<file path="src/rtl/ram_port_arbiter_if.sv">
// ram_port_arbiter_if
//   Client-side bundle of the RAM port arbiter. Each requester packs its
//   command into the flat vectors at [i*W +: W].
//   master : client logic (drives req/req_we/req_addr/req_data)
//   slave  : arbiter      (drives gnt/done/rdata/busy)
//   req       NUM_REQ             request level per requester
//   req_we    NUM_REQ             1=write, 0=read
//   req_addr  NUM_REQ*ADDR_WIDTH  flat address vector
//   req_data  NUM_REQ*DATA_WIDTH  flat write data vector
//   gnt       NUM_REQ             one-hot grant pulse
//   done      NUM_REQ             one-hot completion pulse
//   rdata     DATA_WIDTH          read data, valid with done of a read
//   busy      1                   arbiter not idle
interface ram_port_arbiter_if #(
    parameter int NUM_REQ    = 4,
    parameter int ADDR_WIDTH = 5,
    parameter int DATA_WIDTH = 5
);
    logic [NUM_REQ-1:0]            req;
    logic [NUM_REQ-1:0]            req_we;
    logic [NUM_REQ*ADDR_WIDTH-1:0] req_addr;
    logic [NUM_REQ*DATA_WIDTH-1:0] req_data;
    logic [NUM_REQ-1:0]            gnt;
    logic [NUM_REQ-1:0]            done;
    logic [DATA_WIDTH-1:0]         rdata;
    logic                          busy;

    modport master (
        output req, req_we, req_addr, req_data,
        input  gnt, done, rdata, busy
    );

    modport slave (
        input  req, req_we, req_addr, req_data,
        output gnt, done, rdata, busy
    );
endinterface

</file>
<file path="src/rtl/ram_port_arbiter.sv">
// ram_port_arbiter
//   Shares one single-port RAM (registered output) between NUM_REQ clients
//   using round-robin arbitration. The command is captured at grant and
//   sequenced onto the RAM port; completion is signalled with a done pulse.
//   clk       clock, rising edge
//   reset_n   async active-low reset
//   bus       client interface (slave modport)
//   ram_addr  RAM address, registered
//   ram_data  RAM write data, registered
//   ram_we    RAM write enable, registered
//   ram_out   RAM read data (registered inside the RAM)
//
// state  | meaning
// IDLE   | waiting for any request; grants the round-robin winner
// ISSUE  | RAM samples ram_*; writes complete here
// RDWAIT | ram_out valid; read data captured and read completes
module ram_port_arbiter #(
    parameter int NUM_REQ    = 4,
    parameter int ADDR_WIDTH = 5,
    parameter int DATA_WIDTH = 5
) (
    input  logic                  clk,
    input  logic                  reset_n,
    ram_port_arbiter_if.slave     bus,
    output logic [ADDR_WIDTH-1:0] ram_addr,
    output logic [DATA_WIDTH-1:0] ram_data,
    output logic                  ram_we,
    input  logic [DATA_WIDTH-1:0] ram_out
);
    localparam int PTR_W = $clog2(NUM_REQ);

    typedef enum logic [1:0] {IDLE, ISSUE, RDWAIT} state_t;

    state_t           state;
    logic [PTR_W-1:0] ptr;
    logic [PTR_W-1:0] win;
    logic [PTR_W-1:0] cand;
    logic             found;

    // Search upward from ptr+1 with wrap, so the last winner is checked last.
    always_comb begin
        win   = ptr;
        cand  = '0;
        found = 1'b0;
        for (int k = 1; k <= NUM_REQ; k++) begin
            cand = PTR_W'((int'(ptr) + k) % NUM_REQ);
            if (!found && bus.req[cand]) begin
                found = 1'b1;
                win   = cand;
            end
        end
    end

    assign bus.busy = (state != IDLE);

    always_ff @(posedge clk or negedge reset_n) begin
        if (!reset_n) begin
            state     <= IDLE;
            ptr       <= PTR_W'(NUM_REQ - 1);
            bus.gnt   <= '0;
            bus.done  <= '0;
            bus.rdata <= '0;
            ram_addr  <= '0;
            ram_data  <= '0;
            ram_we    <= 1'b0;
        end else begin
            bus.gnt  <= '0;
            bus.done <= '0;
            case (state)
                IDLE: begin
                    if (found) begin
                        ram_addr <= bus.req_addr[int'(win)*ADDR_WIDTH +: ADDR_WIDTH];
                        ram_data <= bus.req_data[int'(win)*DATA_WIDTH +: DATA_WIDTH];
                        ram_we   <= bus.req_we[win];
                        bus.gnt  <= NUM_REQ'(1) << win;
                        ptr      <= win;
                        state    <= ISSUE;
                    end
                end
                ISSUE: begin
                    ram_we <= 1'b0;
                    if (ram_we) begin
                        bus.done <= NUM_REQ'(1) << ptr;
                        state    <= IDLE;
                    end else begin
                        state <= RDWAIT;
                    end
                end
                RDWAIT: begin
                    bus.rdata <= ram_out;
                    bus.done  <= NUM_REQ'(1) << ptr;
                    state     <= IDLE;
                end
                default: state <= IDLE;
            endcase
        end
    end
endmodule

</file>
<file path="src/flat_wrapper.sv">
// flat-port wrapper written by rule: the top's interface ports become plain ports
module ram_port_arbiter_flat 
#(
    parameter int NUM_REQ    = 4,
    parameter int ADDR_WIDTH = 5,
    parameter int DATA_WIDTH = 5
)
  (clk, reset_n, ram_addr, ram_data, ram_we, ram_out, bus_req, bus_req_we, bus_req_addr, bus_req_data, bus_gnt, bus_done, bus_rdata, bus_busy);
  ram_port_arbiter_if #(.NUM_REQ(NUM_REQ), .ADDR_WIDTH(ADDR_WIDTH), .DATA_WIDTH(DATA_WIDTH)) bus_i ();
  input  logic clk;
  input  logic reset_n;
  output logic [ADDR_WIDTH-1:0] ram_addr;
  output logic [DATA_WIDTH-1:0] ram_data;
  output logic ram_we;
  input  logic [DATA_WIDTH-1:0] ram_out;
  input wire logic [$bits(bus_i.req)-1:0] bus_req;
  input wire logic [$bits(bus_i.req_we)-1:0] bus_req_we;
  input wire logic [$bits(bus_i.req_addr)-1:0] bus_req_addr;
  input wire logic [$bits(bus_i.req_data)-1:0] bus_req_data;
  output wire logic [$bits(bus_i.gnt)-1:0] bus_gnt;
  output wire logic [$bits(bus_i.done)-1:0] bus_done;
  output wire logic [$bits(bus_i.rdata)-1:0] bus_rdata;
  output wire logic [$bits(bus_i.busy)-1:0] bus_busy;
  assign bus_i.req = bus_req;
  assign bus_i.req_we = bus_req_we;
  assign bus_i.req_addr = bus_req_addr;
  assign bus_i.req_data = bus_req_data;
  assign bus_gnt = bus_i.gnt;
  assign bus_done = bus_i.done;
  assign bus_rdata = bus_i.rdata;
  assign bus_busy = bus_i.busy;
  ram_port_arbiter #(.NUM_REQ(NUM_REQ), .ADDR_WIDTH(ADDR_WIDTH), .DATA_WIDTH(DATA_WIDTH)) u_core (.clk(clk), .reset_n(reset_n), .bus(bus_i), .ram_addr(ram_addr), .ram_data(ram_data), .ram_we(ram_we), .ram_out(ram_out));
endmodule
</file>
<file path="config.mk">
export PLATFORM = sky130hd
export DESIGN_NAME = ram_port_arbiter_flat
export DESIGN_NICKNAME = d
export VERILOG_FILES = /design/src/rtl/ram_port_arbiter_if.sv /design/src/rtl/ram_port_arbiter.sv /design/src/flat_wrapper.sv
export SDC_FILE = /design/constraint.sdc
export NUM_CORES = 1
export LEC_CHECK = 0
export BUFFER_PORTS_ARGS = -buffer_cell sky130_fd_sc_hd__buf_2
export CORE_MARGIN = 1
export CORE_UTILIZATION = 51
export CTS_BUF_LIST = sky130_fd_sc_hd__clkbuf_8 sky130_fd_sc_hd__clkbuf_16
export DETAILED_ROUTE_END_ITERATION = 10
export PLACE_DENSITY = 0.85
export SETUP_SLACK_MARGIN = 0.2
export SLEW_MARGIN = 40
export SYNTH_ARGS = -nofsm -noshare
export SYNTH_HDL_FRONTEND = slang
export SYNTH_SLANG_ARGS = --single-unit
</file>
<file path="constraint.sdc">
create_clock -name clk -period 5.3 [get_ports clk]
set_input_delay 0.795 -clock clk [delete_from_list [all_inputs] [get_ports clk]]
set_output_delay 0.795 -clock clk [all_outputs]
set_load 0.05 [all_outputs]
</file>
==> results of run 1 <==
-- layout by cell type, fill, tap and decap left out, types with 2 or more instances in the layout --
cell / instances
dfrtp_1: 26
clkbuf_8: 4
ha_1: 7
buf_2: 79
nor2b_1: 2
mux2_2: 7
mux2i_1: 25
xnor2_1: 2
dfstp_2: 2
o221ai_1: 12
nor3_1: 3
nor4_1: 4
o21ai_0: 3
a21oi_1: 2
nand2_1: 16
inv_1: 5
nor2_1: 6
and2_1: 5
-- final timing paths --
check	cells after the start	slack, ps	end
min in group asynchronous	1	520	u_core.bus.gnt[1]
hold reg to reg	2	490	u_core.ram_addr[0]
setup / recovery	9	2030	u_core.ram_data[0]
setup reg to reg	9	2030	u_core.ram_data[0]
max in group asynchronous	1	4390	u_core.bus.gnt[3]
hold / removal	2	490	u_core.ram_addr[0]
-- power breakdown --
group          total (mW)  internal [mW]  switching (mW)
logic                1.31          0.532           0.777
registers           0.384          0.314          0.0696
clock network       0.126         0.0663          0.0599
-- worst min-delay path: cells and delay by family (launching register included) --
family          cells  cell delay (ps)
flops               1              340
compound gates      1               60
simple gates        1               50
-- Yosys cell counts (all sizes together) --
library cell | instances | area, um^2
nand2b | 1 | 6.26
mux4 | 2 | 48.8
mux2i | 25 | 250
clkbuf | 2 | 7.51
dfrtp | 26 | 651
o21ba | 2 | 26.3
and2 | 5 | 31.3
dfstp | 2 | 52.6
mux2 | 7 | 78.8
o32ai | 1 | 16.3
o21ai | 3 | 15.0
ha | 7 | 87.6
nor3 | 3 | 15.0
a211o | 1 | 8.76
a2111o | 1 | 11.3
o21a | 1 | 7.51
nand3b | 1 | 7.51
nand2 | 16 | 60.1
nor3b | 1 | 7.51
a21boi | 1 | 7.51
a21oi | 2 | 10.0
o22ai | 1 | 6.26
nand3 | 1 | 5.00
xnor2 | 3 | 45.1
or4 | 1 | 7.51
a31oi | 1 | 6.26
o31ai | 1 | 7.51
inv | 6 | 22.5
buf | 11 | 108
o21bai | 1 | 7.51
a2111oi | 1 | 10.0
o221ai | 12 | 105
nor4 | 5 | 37.5
or3 | 1 | 11.3
nor2 | 6 | 22.5
nor2b | 2 | 12.5
-- cell families after synthesis --
group                      Yosys count  share of synthesized area
AOI/OAI and AO/OA                   29                      0.135
xor gates and xnor gates             3                     0.0247
adders and majority gates            7                     0.0481
buffers and inverters               19                     0.0756
DFF                                 28                      0.386
muxes                               34                      0.208
and+or+nand+nor                     43                      0.123
-- sequential cells by signal (all words and copies together), names as in the netlist --
name              cells
u_core.bus.rdata      5
u_core.ram_addr       5
u_core.ram_data       5
u_core.bus.done       4
u_core.bus.gnt        4
u_core.ptr            2
u_core.state          2
u_core.ram_we         1
-- layer usage --
| metal | track usage | vias to the layer above | routed length [um] |
|---|---|---|---|
| met4 | 0.0698 | 0 | 36 |
| met5 | 0 | - | 0 |
| met2 | 0.303 | 61 | 1840 |
| met3 | 0.0290 | 4 | 217 |
| li1 | - | 742 | - |
| met1 | 0.255 | 674 | 1650 |
-- metrics by stage --
step	instance area [um^2]	worst slack, ps
2_1_floorplan	1820	2560
3_3_place_gp	2160	1960
3_5_place_dp	2190	2050
5_1_grt	2240	1850
4_1_cts	2240	2050
6_report	2240	2030
-- area by class of cell --
class                   count  area (um^2)
multi-input cells         116          983
fillers                   267         1140
flip-flops and latches     28          703
well taps                  46         57.6
inverters                   6         22.5
clock buffers               4         55.1
repair buffers             80          423
==> results.toml, run 1 <==
[timing]
drv_slew = 0
min_period_ps = 3270
clock.fmax_ghz = 0.306
holdWs_ps = 491
rsz0062_at_grt = "no"
setup-tns-final_ps = 0
setup_violations = 0
tightest_slew_ps = 590
hold_violations = 0
fin_crit_sh = 0.616
finalClockSkew_ps = 6.19
max-slew-margin-rel = 0.607

[worst_setup_path]
end_kind = "flip-flop"
critPathSlowestCell = "dfstp_2"
required_ps = 5420
crit_family = "multiplexers"
cp-start-kind = "flip-flop"
crit_arrival_ps = 3380
timing.rr.start = "u_core.ptr[0]"
max_stage_delay_ps = 760
path_class = "reg2reg"
critPathLaunch = "u_core.ptr[0]"
critPathBufInv = 2
crit_path_frequent_cell = "mux2i_1"
path_cells = "inv_2 -> ha_1 -> mux2_2 -> mux2i_1 -> o21ba_4 -> xnor2_4 -> buf_16 -> mux2i_1 -> o221ai_1"
crit_fanout = 16

[clock_tree]
clkLatencyLatePin_ps = 270
postCtsSetupBuffers = 0
cts_tree = "yes"
h-tree-depth = 1
cts_resized = 0
cts_max_path_buffers = 2
postCtsHoldBufs = 0
clock_sinks = 28
cts_buffers = 3
clockRootBuffer = "clkbuf_8"
clkTransAtPathRegs_ps = 90

[global_routing]
grt_util_all_layers = 0.187
grt_pass1_wl_um = 5240
grt-ovfl-total = 0
grt_pass1_vias = 1192
antenna_found_initial = 0
grt_max_degree = 29

[drt]
num_vias = 1481
dr.pass1.iters = 4
dr.first_iter.drc_count = 73
drc_errors = 0
via_per_inst = 5.29
avgRoutedWirePerCell_um = 13.4
ant_nets = 0
drt_wl_total_um = 3750

[floorplanning]
io_pins = 80
dieArea_mm2 = 0.00381
core-area_mm2 = 0.00339
fp.dieW_um = 61.7
start_util = 0.537
die_h_um = 61.7
std_cell_rows = 21

[pwr]
finalPower_mw = 1.82
peakVddDrop_mv = 0.402
leakagePower_nw = 1.15
power_density_mw_per_mm2 = 810

[placed_design]
io_buffers = 79
gp_congestion = 0.817
dp.cells = 276
post-dp-hpwl_um = 2840

[job]
maxCapViolCount = 0

[final_layout]
finalNonFillerCells = 280
area_delta_synth_final_pct = 23.3
fin_nets = 297
diodes = 0
layout-drive-gt1-share = 0.436
post-route-util = 0.662

[yosys]
syn_avg_cell_area_um2 = 11.2
synth_seq_cells = 28
syn_area_mm2 = 0.00182
syn_nets = 225
yosysWarnings = 0
synth_cell_types = 45
ys_seq_area_frac = 0.386
syn_inst = 163

[run_status]
run_status = "completed"

[worst_hold_path]
hp-class = "reg2reg"
hp-start = "u_core.ram_addr[0]"
No activity file was read; power rests on OpenSTA's default activity.
==> run 2: changes to the inputs <==
--- a/config.mk
+++ b/config.mk
@@ -7,10 +7,10 @@
 export LEC_CHECK = 0
 export BUFFER_PORTS_ARGS = -buffer_cell sky130_fd_sc_hd__buf_2
 export CORE_MARGIN = 1
-export CORE_UTILIZATION = 51
+export CORE_UTILIZATION = 43
 export CTS_BUF_LIST = sky130_fd_sc_hd__clkbuf_8 sky130_fd_sc_hd__clkbuf_16
 export DETAILED_ROUTE_END_ITERATION = 10
-export PLACE_DENSITY = 0.85
+export PLACE_DENSITY = 0.77
 export SETUP_SLACK_MARGIN = 0.2
 export SLEW_MARGIN = 40
 export SYNTH_ARGS = -nofsm -noshare
==> constraint.sdc (replaced) <==
create_clock -name clk -period 3 [get_ports clk]
set_input_delay 0.45 -clock clk [delete_from_list [all_inputs] [get_ports clk]]
set_output_delay 0.45 -clock clk [all_outputs]
set_load 0.05 [all_outputs]
==> run 2 against run 1 <==
  * Hold slack worse by 310 ps
  * Utilization decreased by 7.2 points
  * Highest routed layer unchanged
  * Combinational power grew 110%
  * Largest cell class unchanged
  * Final cell count rose by 5.0%
  * Sequential share of layout area down 1.8 points
  * Critical path depth increased by 1
  * Setup slack got worse by 1700 ps
  * Clock power rose by 140%
  * Maximum frequency grew 21%
==> results.toml, run 2 (synthesis gave the netlist of run 1 again) <==
[pwr]
leakagePower_nw = 1.21
finalPower_mw = 3.69
power_density_mw_per_mm2 = 1550
peakVddDrop_mv = 0.949

[clock_tree]
h-tree-depth = 1
postCtsHoldBufs = 0
clock_sinks = 28
cts_max_path_buffers = 2
cts_tree = "yes"
clkLatencyLatePin_ps = 280
clkTransAtPathRegs_ps = 100
cts_buffers = 3
clockRootBuffer = "clkbuf_8"

[final_layout]
area_delta_synth_final_pct = 30.7
final_cell_mix = "buf_2, dfrtp_1, mux2i_1"
layout-drive-gt1-share = 0.463
largestRegisters = "u_core.bus.rdata: 5 flops, u_core.ram_addr: 5 flops, u_core.ram_data: 5 flops"
multi_input_area_um2 = 996
diodes = 0
fillers = 341
finalNonFillerCells = 294
final_common_cell = "buf_2"
ff_latch_area_um2 = 703
fin_nets = 307

[drt]
ant_nets = 0
drc_errors = 0
via_per_inst = 5.32
num_vias = 1565
avgRoutedWirePerCell_um = 13.9
drt_wl_total_um = 4100
dr.first_iter.drc_count = 47
dr.pass1.iters = 4

[global_routing]
grt_pass1_vias = 1417
grt_max_degree = 29
grt_pass1_wl_um = 6330
grt_util_all_layers = 0.186
grt-ovfl-total = 0
antenna_found_initial = 0

[worst_hold_path]
hp-class = "in2async"

[worst_setup_path]
cp-start-kind = "flip-flop"
end_kind = "flip-flop"
critPathSlowestCell = "dfstp_2"
max_stage_delay_ps = 550
crit_path_frequent_cell = "mux2i_1"
path_cells = "inv_1 -> ha_4 -> mux2_2 -> mux2i_1 -> o21ba_4 -> xnor2_4 -> buf_4 -> buf_12 -> mux2i_1 -> o221ai_1"
r2r_slack_ps = 310
crit_arrival_ps = 2820
required_ps = 3130
timing.rr.start = "u_core.ptr[1]"
reg2reg_depth = 10
path_class = "reg2reg"
rr_endpoint = "u_core.ram_data[2]"
crit_fanout = 13

[timing]
rsz0062_at_grt = "no"
finalClockSkew_ps = 4.55
hold_violations = 0
setup_violations = 0
min_period_ps = 2690
holdWs_ps = 177
fin_crit_sh = 0.896
setup-tns-final_ps = 0
clock.fmax_ghz = 0.372
setup_ws_ps = 311
drv_slew = 0
max-slew-margin-rel = 0.580
tightest_slew_ps = 630

[placed_design]
dpl_worst_slack_ps = -75.0
post-dp-hpwl_um = 2910
gp_congestion = 0.865
dp.cells = 284
io_buffers = 79

[floorplanning]
die_h_um = 67.1
fp.dieW_um = 67.1
std_cell_rows = 23
start_util = 0.452
dieArea_mm2 = 0.00450
io_pins = 80
core-area_mm2 = 0.00403

[run_status]
run_status = "completed"

[job]
maxCapViolCount = 0
[run 2: final cells by class]
type                       instances  area share
timing repair buffer              90       0.220
clock buffer                       3      0.0174
sequential                        28       0.295
multi-input combinational        116       0.419
inverter                           6     0.00946
clock inverter                     1      0.0126
tap                               50      0.0263
[run 2: worst max-delay path: cells and delay by family, from the launching register on]
| kind | cells | cell delay, ps |
|---|---|---|
| compound gates | 2 | 350 |
| xor+xnor | 1 | 140 |
| fa+ha+maj | 1 | 360 |
| buf+inv | 3 | 400 |
| flops | 1 | 550 |
| mux | 3 | 730 |
[run 2: how the worst max path moves through the flow]
stage | from | endpoint | slack (ps) | cells after the start
6_report | u_core.ptr[1] | u_core.ram_data[2] | 310 | 10
5_1_grt | u_core.ptr[0] | u_core.ram_data[2] | 200 | 10
4_1_cts | u_core.ptr[0] | u_core.ram_addr[3] | 260 | 7
3_5_place_dp | u_core.ptr[0] | u_core.ram_addr[1] | -70 | 8
3_3_place_gp | u_core.ptr[1] | u_core.ram_addr[3] | 20 | 8
2_1_floorplan | u_core.ptr[1] | u_core.ram_data[0] | 260 | 11
[run 2: where the power goes]
group | leakage, nW | switching (mW) | internal, mW
Combinational | 0.826 | 1.53 | 1.23
Sequential | 0.350 | 0.0762 | 0.554
Clock | 0.0357 | 0.119 | 0.179
[run 2: repair_timing]
item                       in CTS  in global routing
setup endpoints to repair      13                  8
gates resized for setup         4                  1
setup buffers                   0                  5
gates cloned                    0                  1
pin swaps                       0                  1
[run 2: layer usage]
metal	part of all wire	GRT usage
met1	0.43	0.233
met2	0.51	0.316
met3	0.055	0.0462
met4	0.0056	0.0452
met5	0	0
[run 2: through the flow]
step | util | area, um^2
2_1_floorplan | - | 1820
3_3_place_gp | 0.544 | 2190
3_5_place_dp | 0.548 | 2210
4_1_cts | 0.571 | 2300
5_1_grt | 0.591 | 2380
6_report | 0.591 | 2380
==> run 3: changes to the inputs <==
--- a/config.mk
+++ b/config.mk
@@ -5,12 +5,12 @@
 export SDC_FILE = /design/constraint.sdc
 export NUM_CORES = 1
 export LEC_CHECK = 0
-export BUFFER_PORTS_ARGS = -buffer_cell sky130_fd_sc_hd__buf_2
 export CORE_MARGIN = 1
-export CORE_UTILIZATION = 43
+export CORE_UTILIZATION = 57
 export CTS_BUF_LIST = sky130_fd_sc_hd__clkbuf_8 sky130_fd_sc_hd__clkbuf_16
 export DETAILED_ROUTE_END_ITERATION = 10
-export PLACE_DENSITY = 0.77
+export DONT_BUFFER_PORTS = 1
+export PLACE_DENSITY = 0.75
 export SETUP_SLACK_MARGIN = 0.2
 export SLEW_MARGIN = 40
 export SYNTH_ARGS = -nofsm -noshare
==> run 3 against run 2 <==
  * Cell area shrank 18%
  * Sequential cell count is the same
  * Maximum frequency grew 2.8%
  * Final cell count shrank 30%
  * Die area shrank 24%
  * Clock-buffer cell count grew 1
  * Non-clock buffer count shrank 81
  * Global-route usage grew 2.1 points
  * Wire length shrank 14%
  * Setup slack gained 73 ps
==> results.toml, run 3 (synthesis gave the netlist of run 1 again) <==
[timing]
drv_slew = 0
max-slew-margin-rel = 0.574
setup_violations = 0
fin_crit_sh = 0.872
clock.fmax_ghz = 0.382
rsz0062_at_grt = "no"
tightest_slew_ps = 635
setup-tns-final_ps = 0
min_period_ps = 2620
finalClockSkew_ps = 1.84
hold_violations = 0

[placed_design]
gp_congestion = 0.816
io_buffers = 0
post-dp-hpwl_um = 2540

[worst_setup_path]
required_ps = 3140
cp-start-kind = "flip-flop"
crit_fanout = 13
r2r_slack_ps = 380
timing.rr.start = "u_core.ptr[1]"
rr_endpoint = "u_core.ram_addr[3]"
reg2reg_depth = 8
critPathLaunch = "u_core.ptr[1]"
setup.worst_path.end = "u_core.ram_addr[3]"
path_class = "reg2reg"
end_kind = "flip-flop"
crit_arrival_ps = 2750

[clock_tree]
clkLatencyLatePin_ps = 270
clock_sinks = 28
h-tree-depth = 1
cts_buffers = 3
clkTransAtPathRegs_ps = 90
cts_max_path_buffers = 2
cts_tree = "yes"
clockRootBuffer = "clkbuf_8"

[final_layout]
final_common_cell = "dfrtp_1"
fin_nets = 226
area_delta_synth_final_pct = 7.49
fillers = 249
largestRegisters = "u_core.bus.rdata: 5 flops, u_core.ram_addr: 5 flops, u_core.ram_data: 5 flops"
final_cell_mix = "dfrtp_1, mux2i_1, nand2_1"
layout-drive-gt1-share = 0.184
diodes = 0

[drt]
drc_errors = 0
drt_wl_total_um = 3530
num_vias = 1268
ant_nets = 0
dr.pass1.iters = 4
dr.first_iter.drc_count = 46
avgRoutedWirePerCell_um = 17.1
via_per_inst = 6.13

[worst_hold_path]
hp-class = "in2reg"
hp-start = "ram_out[0]"

[floorplanning]
die_h_um = 58.5
start_util = 0.596
io_pins = 80
std_cell_rows = 20
dieArea_mm2 = 0.00342
core-area_mm2 = 0.00305
fp.dieW_um = 58.5

[global_routing]
grt_pass1_wl_um = 5440
grt_util_all_layers = 0.207
grt_max_degree = 27
grt-ovfl-total = 0
grt_pass1_vias = 1180
antenna_found_initial = 0

[job]
maxCapViolCount = 0

[run_status]
run_status = "completed"
[run 3: changes by cell type in the layout (fill, tap and decap cells not counted), sizes merged]
| cell | before | now |
|---|---|---|
| dlygate4sd3 | 0 | 2 |
| bufinv | 1 | 0 |
| buf | 89 | 7 |
[run 3: layout make-up]
cell class / instances / area (um^2) / share of cell area
well taps: 44 / 55.1 / 0.0281
clock buffers: 4 / 55.1 / 0.0281
multi-input cells: 116 / 1000 / 0.513
repair buffers: 9 / 118 / 0.0601
flip-flops and latches: 28 / 703 / 0.359
inverters: 6 / 22.5 / 0.0115
[run 3: critical path, cell delays in order, from the launching register on]
cell,delay [ps]
dfstp_2,540
inv_1,90
ha_4,350
mux2_2,360
o22ai_1,90
o21ba_2,180
o32ai_2,400
or3_4,300
o221ai_1,150
[run 3: timing repair]
item                                    in CTS  in global routing
pin swaps                                    0                  1
hold endpoints to repair                    26                  2
setup buffers                                0                  1
endpoints found under the setup margin      13                  8
resized for setup                            3                  1
hold buffers                                 2                  1
[run 3: layer usage]
layer / global-route usage / wire length (um) / part of all wire
met1: 0.276 / 1520 / 0.43
met2: 0.346 / 1770 / 0.50
met3: 0.0308 / 201 / 0.057
met4: 0.0714 / 38 / 0.011
met5: 0 / 0 / 0
[run 3: stage by stage]
stage | util | hold slack (ps) | instance area, um^2 | cells | setup WS (ps)
final | 0.641 | 326 | 1960 | 207 | 383
after global routing | 0.641 | 311 | 1960 | 207 | 198
after CTS | 0.629 | 4.26 | 1920 | 205 | 280
after detailed placement | 0.595 | 155 | 1820 | 199 | -55.2
after global placement | 0.586 | 155 | 1790 | 198 | 59.8
after floorplan | - | 154 | 1820 | 163 | 258
[run 3: worst min-delay path by stage]
stage / depth (start not counted) / end / slack [ps]
final: 1 / u_core.bus.rdata[0] / 330
after global routing: 1 / u_core.bus.rdata[0] / 310
after CTS: 0 / u_core.ptr[0] / 4
after detailed placement: 0 / u_core.bus.rdata[3] / 150
after global placement: 0 / u_core.bus.rdata[3] / 150
after floorplan: 0 / u_core.bus.done[0] / 150
Power of run 3 is not shown: default switching activity piles up to over one toggle a cycle in this logic, so the estimate is an artifact.
